**src/rtl/gtxe2_chnl_pkg.sv**
```systemverilog
// Shared constants, types and elaboration checks for the GTXE2 channel model.
package gtxe2_chnl_pkg;

  // K28.5 comma character, byte value before 8b/10b encoding.
  localparam logic [7:0] K28_5 = 8'hBC;

  // What an output slot carries.
  typedef enum logic [1:0] {
    SLOT_FILL,   // lane 0 slot with nothing buffered
    SLOT_FIRST,  // lane 0 of a freshly popped word
    SLOT_NEXT    // lane 1..div-1 taken from the hold register
  } slot_e;

  // The user word must split into exactly 1, 2 or 4 narrow words.
  function automatic bit div_ok(input int unsigned wide, input int unsigned narrow);
    int unsigned d;
    if (narrow == 0 || (wide % narrow) != 0) return 1'b0;
    d = wide / narrow;
    return (d == 1) || (d == 2) || (d == 4);
  endfunction

endpackage

```
**src/rtl/gtxe2_chnl_tx_dataiface_if.sv**
```systemverilog
// User-side word handshake of the TX data interface.
interface gtxe2_chnl_tx_dataiface_if #(
  parameter int unsigned interface_data_width = 32,
  parameter int unsigned interface_isk_width  = 4
) ();

  logic [interface_data_width-1:0] indata;
  logic [interface_isk_width-1:0]  inisk;
  logic                            inval;
  logic                            inready;

  modport master (output indata, output inisk, output inval, input inready);
  modport slave  (input indata, input inisk, input inval, output inready);

endinterface

```
**src/rtl/gtxe2_chnl_tx_fifo2.sv**
```systemverilog
// Two-entry single-clock FIFO holding whole user words.
module gtxe2_chnl_tx_fifo2 #(
  parameter int unsigned width = 36
) (
  input  logic             clk,
  input  logic             rst,
  input  logic             push,
  input  logic             pop,
  input  logic [width-1:0] wdata,
  output logic [width-1:0] head,
  output logic [1:0]       cnt,
  output logic             full,
  output logic             empty
);

  logic [width-1:0] mem [2];
  logic             wr_ptr;
  logic             rd_ptr;
  logic             do_push;
  logic             do_pop;

  assign full    = (cnt == 2'd2);
  assign empty   = (cnt == 2'd0);
  assign do_push = push & ~full;
  assign do_pop  = pop & ~empty;
  assign head    = mem[rd_ptr];

  // Storage: write the incoming word into the free slot.
  always_ff @(posedge clk) begin
    if (do_push) mem[wr_ptr] <= wdata;
  end

  // Pointers and occupancy; push and pop may coincide at cnt == 1.
  always_ff @(posedge clk) begin
    if (rst) begin
      wr_ptr <= 1'b0;
      rd_ptr <= 1'b0;
      cnt    <= 2'd0;
    end else begin
      if (do_push) wr_ptr <= ~wr_ptr;
      if (do_pop)  rd_ptr <= ~rd_ptr;
      cnt <= cnt + {1'b0, do_push} - {1'b0, do_pop};
    end
  end

endmodule

```
**src/rtl/gtxe2_chnl_tx_dataiface.sv**
```systemverilog
// TX data width adapter: buffers wide user words and serializes them into
// narrow lanes for the 8b/10b encoder, one lane per usrclk cycle.
// Optional macro GTXE2_CHNL_TX_UNDERFLOW_FILL_EN: underflow slots carry K28.5
// in byte 0 instead of all zeros.
module gtxe2_chnl_tx_dataiface
  import gtxe2_chnl_pkg::*;
#(
  parameter int unsigned internal_data_width  = 16,
  parameter int unsigned interface_data_width = 32,
  parameter int unsigned internal_isk_width   = 2,
  parameter int unsigned interface_isk_width  = 4
) (
  input  logic                           usrclk,
  input  logic                           reset,
  gtxe2_chnl_tx_dataiface_if.slave       in_if,
  output logic [internal_data_width-1:0] outdata,
  output logic [internal_isk_width-1:0]  outisk,
  output logic                           outval,
  output logic                           outphase,
  output logic                           underflow
);

  localparam int unsigned DIV    = interface_data_width / internal_data_width;
  localparam int unsigned WORD_W = interface_isk_width + interface_data_width;

  if (!div_ok(interface_data_width, internal_data_width)) begin : g_div_check
    $error("gtxe2_chnl_tx_dataiface: interface/internal width ratio must be 1, 2 or 4");
  end

  logic [WORD_W-1:0]              fifo_head;
  logic [1:0]                     fifo_cnt;
  logic                           fifo_full;
  logic                           fifo_empty;
  logic                           push;
  logic                           pop;
  logic [WORD_W-1:0]              hold;
  logic [1:0]                     lane;
  logic [1:0]                     lane_next;
  slot_e                          slot;
  logic [internal_data_width-1:0] slice_data;
  logic [internal_isk_width-1:0]  slice_isk;

  assign in_if.inready = ~reset & (fifo_cnt != 2'd2);
  assign push          = in_if.inval & ~fifo_full & ~reset;
  assign pop           = (slot == SLOT_FIRST) & ~reset;

  gtxe2_chnl_tx_fifo2 #(
    .width (WORD_W)
  ) u_fifo (
    .clk   (usrclk),
    .rst   (reset),
    .push  (push),
    .pop   (pop),
    .wdata ({in_if.inisk, in_if.indata}),
    .head  (fifo_head),
    .cnt   (fifo_cnt),
    .full  (fifo_full),
    .empty (fifo_empty)
  );

  // Slot decode and lane selection. Lane 0 comes straight from the FIFO head
  // so a word can start the cycle after it is accepted; later lanes come from
  // the hold register because the head has already been popped.
  always_comb begin
    slice_data = '0;
    slice_isk  = '0;
    lane_next  = 2'd0;
    if (lane != 2'd0)   slot = SLOT_NEXT;
    else if (fifo_empty) slot = SLOT_FILL;
    else                slot = SLOT_FIRST;
    unique case (slot)
      SLOT_FIRST: begin
        slice_data = fifo_head[internal_data_width-1:0];
        slice_isk  = fifo_head[interface_data_width +: internal_isk_width];
        lane_next  = (DIV == 1) ? 2'd0 : 2'd1;
      end
      SLOT_NEXT: begin
        for (int unsigned k = 0; k < DIV; k++) begin
          if (32'(lane) == k) begin
            slice_data = hold[k*internal_data_width +: internal_data_width];
            slice_isk  = hold[interface_data_width + k*internal_isk_width +: internal_isk_width];
          end
        end
        lane_next = (32'(lane) == DIV - 1) ? 2'd0 : lane + 2'd1;
      end
      SLOT_FILL: begin
`ifdef GTXE2_CHNL_TX_UNDERFLOW_FILL_EN
        slice_data[7:0] = K28_5;
        slice_isk[0]    = 1'b1;
`endif
      end
      default: ;
    endcase
  end

  // Lane counter, hold register and registered outputs; reset drops any
  // partially sent word.
  always_ff @(posedge usrclk) begin
    if (reset) begin
      hold      <= '0;
      lane      <= 2'd0;
      outdata   <= '0;
      outisk    <= '0;
      outval    <= 1'b0;
      outphase  <= 1'b0;
      underflow <= 1'b0;
    end else begin
      if (slot == SLOT_FIRST) hold <= fifo_head;
      lane      <= lane_next;
      outdata   <= slice_data;
      outisk    <= slice_isk;
      outval    <= (slot != SLOT_FILL);
      outphase  <= (slot == SLOT_FIRST);
      underflow <= (slot == SLOT_FILL);
    end
  end

endmodule

```
**src/flat_wrapper.sv**
```systemverilog
// flat-port wrapper written by rule: the top's interface ports become plain ports
module gtxe2_chnl_tx_dataiface_flat import gtxe2_chnl_pkg::*;
#(
  parameter int unsigned internal_data_width  = 16,
  parameter int unsigned interface_data_width = 32,
  parameter int unsigned internal_isk_width   = 2,
  parameter int unsigned interface_isk_width  = 4
)
  (usrclk, reset, outdata, outisk, outval, outphase, underflow, in_if_indata, in_if_inisk, in_if_inval, in_if_inready);
  gtxe2_chnl_tx_dataiface_if #(.interface_data_width(interface_data_width), .interface_isk_width(interface_isk_width)) in_if_i ();
  input  logic usrclk;
  input  logic reset;
  output logic [internal_data_width-1:0] outdata;
  output logic [internal_isk_width-1:0] outisk;
  output logic outval;
  output logic outphase;
  output logic underflow;
  input wire logic [$bits(in_if_i.indata)-1:0] in_if_indata;
  input wire logic [$bits(in_if_i.inisk)-1:0] in_if_inisk;
  input wire logic [$bits(in_if_i.inval)-1:0] in_if_inval;
  output wire logic [$bits(in_if_i.inready)-1:0] in_if_inready;
  assign in_if_i.indata = in_if_indata;
  assign in_if_i.inisk = in_if_inisk;
  assign in_if_i.inval = in_if_inval;
  assign in_if_inready = in_if_i.inready;
  gtxe2_chnl_tx_dataiface #(.internal_data_width(internal_data_width), .interface_data_width(interface_data_width), .internal_isk_width(internal_isk_width), .interface_isk_width(interface_isk_width)) u_core (.usrclk(usrclk), .reset(reset), .in_if(in_if_i), .outdata(outdata), .outisk(outisk), .outval(outval), .outphase(outphase), .underflow(underflow));
endmodule
```
**config.mk**
```make
export PLATFORM = sky130hd
export DESIGN_NAME = gtxe2_chnl_tx_dataiface_flat
export DESIGN_NICKNAME = d
export VERILOG_FILES = /design/src/rtl/gtxe2_chnl_pkg.sv /design/src/rtl/gtxe2_chnl_tx_dataiface_if.sv /design/src/rtl/gtxe2_chnl_tx_fifo2.sv /design/src/rtl/gtxe2_chnl_tx_dataiface.sv /design/src/flat_wrapper.sv
export SDC_FILE = /design/constraint.sdc
export NUM_CORES = 1
export LEC_CHECK = 0
export BUFFER_PORTS_ARGS = -buffer_cell sky130_fd_sc_hd__buf_2
export CORE_ASPECT_RATIO = 0.5
export CORE_MARGIN = 5
export CORE_UTILIZATION = 55
export DETAILED_ROUTE_END_ITERATION = 8
export PLACE_DENSITY_LB_ADDON = 0.15
export SYNTH_ARGS = -nofsm -noshare
export SYNTH_HDL_FRONTEND = slang
export SYNTH_SLANG_ARGS = --single-unit
```
**constraint.sdc**
```tcl
create_clock -name usrclk -period 12.5 [get_ports usrclk]
set_clock_uncertainty 0.05 [all_clocks]
set_input_delay 1.25 -clock usrclk [delete_from_list [all_inputs] [get_ports usrclk]]
set_output_delay 1.25 -clock usrclk [all_outputs]
set_load 0.1 [all_outputs]
```
==> impl_metrics.tcl <==
set metrics [dict create \
    fin_cells 481 \
    fill_cells 531 \
    drive_gt1_frac 0.308 \
    hold_ws_ns 0.415 \
    dp.cells 449 \
    cts_root_buffer "clkbuf_16" \
    critPathCaptureType "primary output" \
    yosys.area_share.simple 0.0653 \
    track_usage 0.187 \
    synth_edf_count 72 \
    hold_viol_final 0 \
    grt_pass1_wl_mm 13.6 \
    synth_compound_area_frac 0.0821 \
    worst_slew_pin_slew_ns 1.02 \
    ys_seq_area_frac 0.715 \
    cts_buffer_depth 2 \
    met3_usage 0.0551 \
    synthMuxAreaShare 0.0887 \
    rsz0062_at_grt "no" \
    worstSkewPairLatency_ns 0.40 \
    drc 0 \
    ios 61 \
    max_freq_mhz 286 \
    h-tree-depth 4 \
    synthXorXnorAreaFrac 0.00406 \
    hold_depth 2 \
    cp_max_fo 29 \
    port_buffers 60 \
    status "complete, no violations" \
    path_class "in2out" \
    vias_per_cell 5.41 \
    synth_ff_type "edfxtp_1" \
    top_usage_layer "met1" \
    synth_top_area_cell "edfxtp_1" \
    hold_path.class "reg2reg" \
    vias 2602 \
    ctsResizeCount 0 \
    ir_drop_mv 0.164 \
    finalMaxSlewViolations 0 \
    fin_tns_setup_ns 0 \
    antenna_left 0 \
    antenna_found_initial 0 \
    async_flop_share 0 \
    avgSynthCellArea_um2 14.3 \
    gp_congestion 0.792 \
    gr-total-overflow 0 \
    register_area_um2 3080 \
    clock-sinks 118 \
    num_antenna_cells 0 \
    synth_cell_types 35 \
    area_growth_pct 20.9 \
    crit_arrival_ns 2.20 \
    startpoint "reset" \
    routedWlPerCell_um 17.8 \
    post-synth-top-area-fraction 0.501 \
    rrSetupSlack_ns 10.68 \
    startpoint_type "input port" \
    grt_pass1_vias 2623 \
    setup_violations 0 \
    rr_worst_depth 3 \
    rows 22 \
    grt_max_degree 39 \
    multiInputGateArea_um2 1070 \
    required_ns 11.20 \
    p_per_area_nw_per_um2 258 \
    relSlewSlack 0.318 \
    finalWirelength_mm 8.54 \
    die_area_um2 9820 \
    synth.most_common_cell "edfxtp_1" \
    ys_top_cells_by_count "72 x edfxtp_1, 46 x dfxtp_1, 38 x a21oi_1, 19 x nand2_1" \
    cts_buffers 17 \
    period_needed_ns 3.50 \
    syn_area_um2 4310 \
    synthTopCellsByArea "edfxtp_1 50%, dfxtp_1 21%, mux2_2 4.7%" \
    timing.final.crit_share 0.280 \
    timing.critical_path.to "in_if_inready" \
    globalRouteMet2Util 0.250 \
    leakagePower_nw 1.92 \
    first_pass_iters 5 \
    synth_warnings 0 \
    synth_fa_ha_area_frac 0.00580 \
    cts_tree "built" \
    hold_buffers 0 \
    synth_top_family_by_area "multiplexers" \
    gr-usage-met1 0.279 \
    rr_endpoint "u_core.outdata[10]" \
    die_h_um 72.6 \
    syn_inst 301 \
    fin_nets 401 \
    setup_slack_ns 9.00 \
    core_um2 7490 \
    post_cts_buffers 0 \
    place_hpwl_mm 5.48 \
    dr.first_iter.drc_count 226 \
    syn-num-nets 342 \
    dieWidth_um 135 \
    ys_ff_latch 118 \
    max_cap_viol_count 0 \
    dpl_worst_slack_ns 9.00 \
    initial_utilization 0.576 \
    clk_pin_slew_ns 0.05 \
]
critical path: stages:
cell,delay (ns)
buf_2,0.26
nor2_1,0.22
buf_2,0.46
sequential cells by signal (all words and copies together), names as in the netlist, named ones only:
register              cells
u_core.outval             1
u_core.u_fifo.wr_ptr      1
u_core.lane               2
u_core.u_fifo.rd_ptr      1
u_core.outphase           1
u_core.u_fifo.cnt         2
u_core.outisk             2
u_core.hold              18
u_core.underflow          1
u_core.u_fifo.mem        72
u_core.outdata           16
metal layers:
metal	wire, um	vias up
li1	-	1242
met1	4280	1265
met2	3630	86
met3	534	9
met4	97	0
met5	0	-
through the flow:
step                      instance area, um2  utilization  total power, mW
after floorplan                         4310            -            0.831
after global placement                  4630        0.619            0.868
after detailed placement                4630        0.619            0.882
after CTS                               5220        0.697             1.35
after global routing                    5220        0.697             1.41
final                                   5220        0.697             1.35
placed cells by master, fill, tap and decap left out, drive strengths merged:
cell type	n
and2b	1
nor3b	1
xnor2	1
nor4	1
xor2	1
nand3	18
or2	3
o21ai	2
nor3	3
nand2	19
mux2	18
inv	4
or3	1
mux2i	18
ha	2
dfxtp	46
bufinv	2
clkbuf	28
edfxtp	72
o211ai	1
nor2	5
a211oi	18
and3	1
a21oi	38
clkinv	2
buf	64
nand2b	1
nor2b	2
layout make-up:
| type | instances | share of cell area |
|---|---|---|
| multi-input combinational | 155 | 0.205 |
| clock buffer | 28 | 0.0990 |
| clock inverter | 4 | 0.0132 |
| tap | 108 | 0.0259 |
| inverter | 4 | 0.00288 |
| sequential | 118 | 0.591 |
| timing repair buffer | 64 | 0.0633 |
where the power goes:
part,switching (mW),internal (mW),leakage [nW]
registers,0.0370,0.476,1.04
clock network,0.152,0.319,0.286
logic,0.264,0.0981,0.600
total,0.453,0.893,1.92
cells by family (layout without fill, tap and decap cells):
logic type | Yosys count | in the layout
buffers and inverters | 28 | 100
XOR/XNOR | 2 | 2
adder cells (fa/ha/maj) | 2 | 2
AO/OA/AOI/OAI | 59 | 59
AND/OR/NAND/NOR | 56 | 56
flip-flops | 118 | 118
multiplexers | 36 | 36
how the worst min path moves through the flow:
| stage | start | end | slack (ns) |
|---|---|---|---|
| 3_3_place_gp | u_core.hold[30] | u_core.outdata[14] | 0.40 |
| 4_1_cts | u_core.hold[19] | u_core.outdata[3] | 0.42 |
| 3_5_place_dp | u_core.hold[30] | u_core.outdata[14] | 0.40 |
| 5_1_grt | u_core.hold[19] | u_core.outdata[3] | 0.43 |
| 6_report | u_core.hold[19] | u_core.outdata[3] | 0.42 |
| 2_1_floorplan | u_core.hold[26] | u_core.outdata[10] | 0.38 |
Note: power is estimated with default switching activity, not from simulation.
